File: src/rtl/bus_arbiter_pkg.sv
// rtl/bus_arbiter_pkg.sv - shared types and constants for the fetch/data bus arbiter
package bus_arbiter_pkg;

    typedef enum logic [1:0] {
        IDLE,
        GNT_I,
        GNT_D
    } state_t;

    typedef enum logic {
        M_I,
        M_D
    } master_t;

    localparam logic [3:0] BE_FULL = 4'hF;

endpackage

File: src/rtl/bus_arbiter.sv
// rtl/bus_arbiter.sv - round-robin arbiter of fetch and data ports onto one Avalon-style memory
module bus_arbiter
    import bus_arbiter_pkg::*;
#(
    parameter int TIMEOUT_CYCLES = 64,
    parameter int ADDR_W         = 32
) (
    input  logic              clk,
    input  logic              rst_n,
    input  logic [ADDR_W-1:0] i_address,
    input  logic              i_read,
    output logic              i_waitrequest,
    output logic [31:0]       i_readdata,
    input  logic [ADDR_W-1:0] d_address,
    input  logic              d_read,
    input  logic              d_write,
    input  logic [3:0]        d_byteenable,
    input  logic [31:0]       d_writedata,
    output logic              d_waitrequest,
    output logic [31:0]       d_readdata,
    output logic [ADDR_W-1:0] m_address,
    output logic              m_read,
    output logic              m_write,
    output logic [3:0]        m_byteenable,
    output logic [31:0]       m_writedata,
    input  logic              m_waitrequest,
    input  logic [31:0]       m_readdata,
    output logic              timeout_err
);

    localparam logic [7:0] WD_LIMIT = 8'(TIMEOUT_CYCLES - 1);

    state_t     state_q, state_d;
    master_t    last_gnt_q, last_gnt_d;
    logic [7:0] wd_cnt_q, wd_cnt_d;
    logic       timeout_err_q, timeout_err_d;

    logic req_i, req_d;
    logic done, abandon;

    assign req_i = i_read;
    assign req_d = d_read | d_write;

    always_ff @(posedge clk or negedge rst_n) begin
        if (!rst_n) begin
            state_q       <= IDLE;
            last_gnt_q    <= M_D;
            wd_cnt_q      <= 8'd0;
            timeout_err_q <= 1'b0;
        end else begin
            state_q       <= state_d;
            last_gnt_q    <= last_gnt_d;
            wd_cnt_q      <= wd_cnt_d;
            timeout_err_q <= timeout_err_d;
        end
    end

    always_comb begin
        state_d      = state_q;
        last_gnt_d   = last_gnt_q;
        done         = 1'b0;
        abandon      = 1'b0;
        m_address    = '0;
        m_read       = 1'b0;
        m_write      = 1'b0;
        m_byteenable = 4'h0;
        m_writedata  = 32'h0;
        case (state_q)
            IDLE: begin
                // On a tie the master that was not served last wins.
                if (req_i && (!req_d || last_gnt_q == M_D)) begin
                    state_d = GNT_I;
                end else if (req_d) begin
                    state_d = GNT_D;
                end
            end
            GNT_I: begin
                m_address    = i_address;
                m_read       = i_read;
                m_byteenable = BE_FULL;
                if (!req_i) begin
                    abandon = 1'b1;
                end else if (!m_waitrequest) begin
                    done       = 1'b1;
                    last_gnt_d = M_I;
                end
            end
            GNT_D: begin
                m_address    = d_address;
                m_read       = d_read & ~d_write;
                m_write      = d_write;
                m_byteenable = d_byteenable;
                m_writedata  = d_writedata;
                if (!req_d) begin
                    abandon = 1'b1;
                end else if (!m_waitrequest) begin
                    done       = 1'b1;
                    last_gnt_d = M_D;
                end
            end
            default: state_d = IDLE;
        endcase
        if (done || abandon) begin
            state_d = IDLE;
        end
    end

    // Watchdog only observes; a stuck slave keeps its grant.
    always_comb begin
        wd_cnt_d      = wd_cnt_q;
        timeout_err_d = timeout_err_q;
        if (state_q == IDLE || done || abandon) begin
            wd_cnt_d = 8'd0;
        end else if (m_waitrequest && wd_cnt_q != 8'hFF) begin
            wd_cnt_d = wd_cnt_q + 8'd1;
        end
        if (state_q != IDLE && m_waitrequest && wd_cnt_q == WD_LIMIT) begin
            timeout_err_d = 1'b1;
        end
    end

    assign i_waitrequest = (state_q == GNT_I) ? m_waitrequest : req_i;
    assign d_waitrequest = (state_q == GNT_D) ? m_waitrequest : req_d;
    assign i_readdata    = m_readdata;
    assign d_readdata    = m_readdata;
    assign timeout_err   = timeout_err_q;

endmodule

File: config.mk
export PLATFORM = sky130hd
export DESIGN_NAME = bus_arbiter
export DESIGN_NICKNAME = d
export VERILOG_FILES = /design/src/rtl/bus_arbiter_pkg.sv /design/src/rtl/bus_arbiter.sv
export SDC_FILE = /design/constraint.sdc
export NUM_CORES = 1
export LEC_CHECK = 0
export BUFFER_PORTS_ARGS = -buffer_cell sky130_fd_sc_hd__buf_2
export CORE_AREA = 2 2 105 107
export CTS_CLUSTER_DIAMETER = 30
export DETAILED_ROUTE_END_ITERATION = 8
export DIE_AREA = 0 0 107 109
export SLEW_MARGIN = 10
export SYNTH_ARGS = -nofsm -noshare
export SYNTH_HDL_FRONTEND = slang
export SYNTH_SLANG_ARGS = --single-unit
File: constraint.sdc
create_clock -name clk -period 3.7 [get_ports clk]
set_clock_uncertainty 0.05 [all_clocks]
set_input_delay 0.37 -clock clk [delete_from_list [all_inputs] [get_ports clk]]
set_output_delay 0.37 -clock clk [all_outputs]
set_load 0.03 [all_outputs]
After elaboration in Yosys (flattened, before gate mapping)
Cells that the tools add are included.

operators by class
  add/sub/neg operators = 1
  div/mod/pow operators = 0
  shift-type cells = 0
  magnitude comparators = 0
  eq/ne operators = 10
  muxes and demuxes = 25
  reduce and logical (&&, ||, !) cells = 16
  multipliers = 0
  bitwise logic cells = 3

operators by type and width
  operator             number
  $pmux 32 s2          1
  $mux 32              1
  $mux 8               2
  $mux 1               12
  $add 8x1->8 const B  1
  $eq 8x6->1 const B   1
  $ne 2x2->1 const B   4
  $ne 8x8->1 const B   1
  $pmux 1 s2           4
  $pmux 4 s2           1
  $mux 2               3
  $reduce_bool 2->1    3
  $reduce_and 5->1     1
  $logic_and 1x1->1    4
  $logic_or 1x1->1     4
  $ne 4x4->1 const B   1
  $pmux 2 s2           1
  $eq 2x1->1 const B   1
  $eq 2x2->1 const B   1
  $logic_not 2->1      1
  $ne 2x1->1 const B   1
  $reduce_and 2->1     1
  $reduce_or 2->1      1
  $and 1x1->1          1
  3 further kinds      3

word-level totals
  flip-flop bits (word level) = 12
  ROM bits = 0
  memories kept = 0
  latch bits = 0
  output and inout bits = 137
  bits in writable memories = 0
  logic and storage cells = 59
  bits of input ports = 138

Longest topological paths before layout
  depth in word-level cells = 7
  mapped depth = 6
  depth with buffers taken out = 6

Least setup slack after synthesis
Ideal clock, no wire load.

  kind = flip-flop to output port
  start point = reg state_q[0]
  end point = out m_address[0]
  data arrival time = 1.721 ns
  buffers on the path = 2
  slack = 1.559 ns
  required time = 3.280 ns
  cell stages (with the launch flop) = 7
  path through = dfrtp_1 -> inv_1 -> ha_1 -> clkbuf_1 -> clkbuf_1 -> a22oi_1 -> nor2_1

on the way
  word-level cells in the longest chain between the ends = 2
  elaborated cells on any way between the ends = 3
  those cells by class = eq/ne: 2; mux: 1

RTL lines
  item                                      RTL line           RTL
  start: declaration                        bus_arbiter.sv:33  state_t state_q, state_d;
  start signal: assignment                  bus_arbiter.sv:51  state_q <= state_d;
  $eq 2x2->1 or $eq 2x1->1 (tied branches)  bus_arbiter.sv:68  case (state_q)
  $pmux 32 s2 (*)                           bus_arbiter.sv:68
  end: declaration                          bus_arbiter.sv:21  output logic [ADDR_W-1:0] m_address,

Every way passes the cells marked *; elsewhere a longest branch is shown, timed or not.

Worst setup path in the final report
  start point = reg state_q[0]
  end point = out m_address[13]

Same word-level chain as after synthesis.

==> results.py <==
metrics = {
    "yosys": {
        "ys.flop_type": "dfrtp_1",
        "synth_edf_count": 0,
        "synth_warnings": 0,
        "syn_area_mm2": 0.00189,
        "synth_cells": 266,
        "synth_seq_cells": 12,
        "synth_most_common_cell": "buf_4",
        "async_reset_ff_share_pct": 100,
        "ys_types": 39,
        "yosysTopAreaCell": "buf_4",
        "synth_area_leaders": "buf_4 25%, dfrtp_1 15%, a22oi_1 13%",
        "yosysTopAreaCellShare_pct": 25.4,
        "syn_area_per_cell_um2": 7.12,
        "syn-num-nets": 409,
        "synth-seq-area-share_pct": 15.9,
        "synth_commonest_cells": "64 x buf_4, 43 x nor2_1, 33 x and2_1",
    },
    "global_route": {
        "grt_max_degree": 61,
        "grt_pass1_vias": 1894,
        "antenna_found_initial": 0,
        "overflow": 0,
        "grtUsageTotal_pct": 10.8,
        "grt_pass1_wl_um": 9970,
    },
    "floorplanning": {
        "die_w_um": 107,
        "die_area_mm2": 0.0117,
        "die_h_um": 109,
        "std_cell_rows": 38,
        "start_util_pct": 17.9,
        "core_area_mm2": 0.0106,
        "ios": 275,
    },
    "clock_tree": {
        "tritoncts": "built",
        "cts_htree_levels": 1,
        "path_clk_slew_ps": 60,
        "clockBufferDepth": 2,
        "worstSkewPairLatency_ps": 250,
        "cts_num_sinks": 12,
        "postCtsSetupBuffers": 0,
        "root_buffer": "clkbuf_8",
        "ctsResizeCount": 0,
        "cts_hold_buf": 1,
        "numCtsBuffers": 3,
    },
    "sta": {
        "tns_ps": 0,
        "period_needed_ps": 2650,
        "timing.fmax_mhz": 378,
        "slew_headroom_pct": 55.0,
        "slew_viol_final": 0,
        "rsz0062_at_grt": "false",
        "whs_ps": 419,
        "min_period_over_period_pct": 71.6,
        "worstMarginPinSlew_ps": 674,
        "setup_violations": 0,
        "hold_viol": 0,
    },
    "placed_design": {
        "place.port_buffers": 178,
        "gp_congestion": 0.897,
        "dp_hpwl_um": 6130,
        "dp.cells": 505,
    },
    "pwr": {
        "power.density_mw_per_mm2": 633,
        "vdd_ir_drop_max_mv": 0.293,
        "p_leak_nw": 1.37,
        "power_mw": 1.58,
    },
    "drt": {
        "first_iter_violations": 115,
        "wire_per_inst_um": 14.5,
        "finalWirelength_um": 7420,
        "drc": 0,
        "drt_pass1_iterations": 4,
        "viasPerCell": 4.23,
        "ant_nets": 0,
        "vias": 2155,
    },
    "critical_path": {
        "slowest_delay_ps": 480,
        "cp_max_fo": 60,
        "required_ps": 3280,
        "startpoint_type": "flop",
        "crit_arrival_ps": 2230,
        "cp_num_buf_inv": 3,
        "crit_chain": "inv_1 -> ha_2 -> buf_4 -> a22oi_1 -> nor2_1 -> buf_2",
        "crit_family": "buffers and inverters",
        "critPathSlowestCell": "buf_4",
        "critPathKind": "reg2out",
        "end_kind": "output pin",
    },
    "min_path": {
        "min_path_type": "reg2reg",
    },
    "flow_run": {
        "max_cap_viol_count": 0,
    },
    "layout": {
        "fin_util_pct": 23.6,
        "insertedDiodeCount": 0,
        "final_cells": 510,
        "drive_gt1_share_pct": 51.4,
        "final_nets": 514,
        "areaGrowthSynthToFinish_pct": 31.8,
    },
    "status": {
        "status": "finished clean",
    },
}
==> layer usage <==
metal / track usage, % / wire (um) / vias up
met3: 2.93 / 624 / 8
li1: - / - / 1046
met5: 0 / 0 / -
met2: 18.9 / 3710 / 139
met4: 1.11 / 41 / 0
met1: 13.8 / 3040 / 962
==> state kept, by name, indices dropped and copies added (netlist names) <==
name,flops
last_gnt_q,1
state_q,2
timeout_err,1
wd_cnt_q,8
==> worst paths after layout <==
check                       startpoint            end  slack (ps)  cells past startpoint
setup reg to reg            state_q[0]    wd_cnt_q[7]        1540                      7
hold / removal             timeout_err    timeout_err         420                      1
hold reg to reg            timeout_err    timeout_err         420                      1
max in group asynchronous        rst_n     last_gnt_q        2840                      2
min in group asynchronous        rst_n    wd_cnt_q[2]         480                      2
setup / recovery            state_q[0]  m_address[13]        1050                      6
==> per-stage QoR <==
step	setup slack (ps)	instance area, um^2
6_report	1050	2500
5_1_grt	824	2500
4_1_cts	1090	2500
3_5_place_dp	1360	2430
3_3_place_gp	1440	2430
2_1_floorplan	1560	1890
==> logic make-up after synthesis <==
kind of cell,after synthesis,share of synthesized area (%)
muxes,2,1.06
buffers and inverters,88,30.2
DFF,12,15.9
AOI/OAI and AO/OA,58,22.0
xor gates and xnor gates,2,0.925
adders and majority gates,5,3.30
and+or+nand+nor,99,26.6
==> area by class of cell <==
class	count	area (um^2)
clock buffers	4	55.1
fillers	1204	8110
inverters	7	26.3
multi-input cells	166	1020
flip-flops and latches	12	302
well taps	140	175
repair buffers	181	916
==> worst register-to-register path, stage by stage (launching register included) <==
cell	delay, ps
dfrtp_1	380
inv_1	130
ha_2	430
buf_4	480
o21ba_1	180
a221o_1	150
a21o_4	190
a21oi_1	50
==> layout by cell type, fill, tap and decap left out, types with 2 or more instances in the layout <==
| cell type | netlist | final |
|---|---|---|
| and4_1 | 2 | 2 |
| o21ai_1 | 4 | 4 |
| nand2b_1 | 3 | 3 |
| nand4_1 | 2 | 2 |
| a211oi_1 | 2 | 2 |
| mux2i_1 | 2 | 2 |
| clkbuf_8 | 0 | 4 |
| and2_1 | 33 | 33 |
| o21ai_0 | 3 | 3 |
| a21oi_1 | 8 | 8 |
| nor2_1 | 43 | 43 |
| nand2_1 | 3 | 3 |
| ha_1 | 5 | 4 |
| buf_4 | 64 | 2 |
| a22oi_1 | 32 | 32 |
| inv_1 | 6 | 6 |
| dfrtp_1 | 11 | 11 |
| nand3_1 | 5 | 5 |
| buf_2 | 1 | 178 |
| nor3_1 | 2 | 2 |
==> report_power, final <==
group          switching [mW]  leakage (nW)  total (mW)  internal (mW)
clock network          0.0513        0.0288       0.145         0.0941
registers              0.0135         0.161       0.169          0.155
logic                   0.893          1.18        1.27          0.372
total                   0.958          1.37        1.58          0.621
Power figures use the tool's default switching activity.
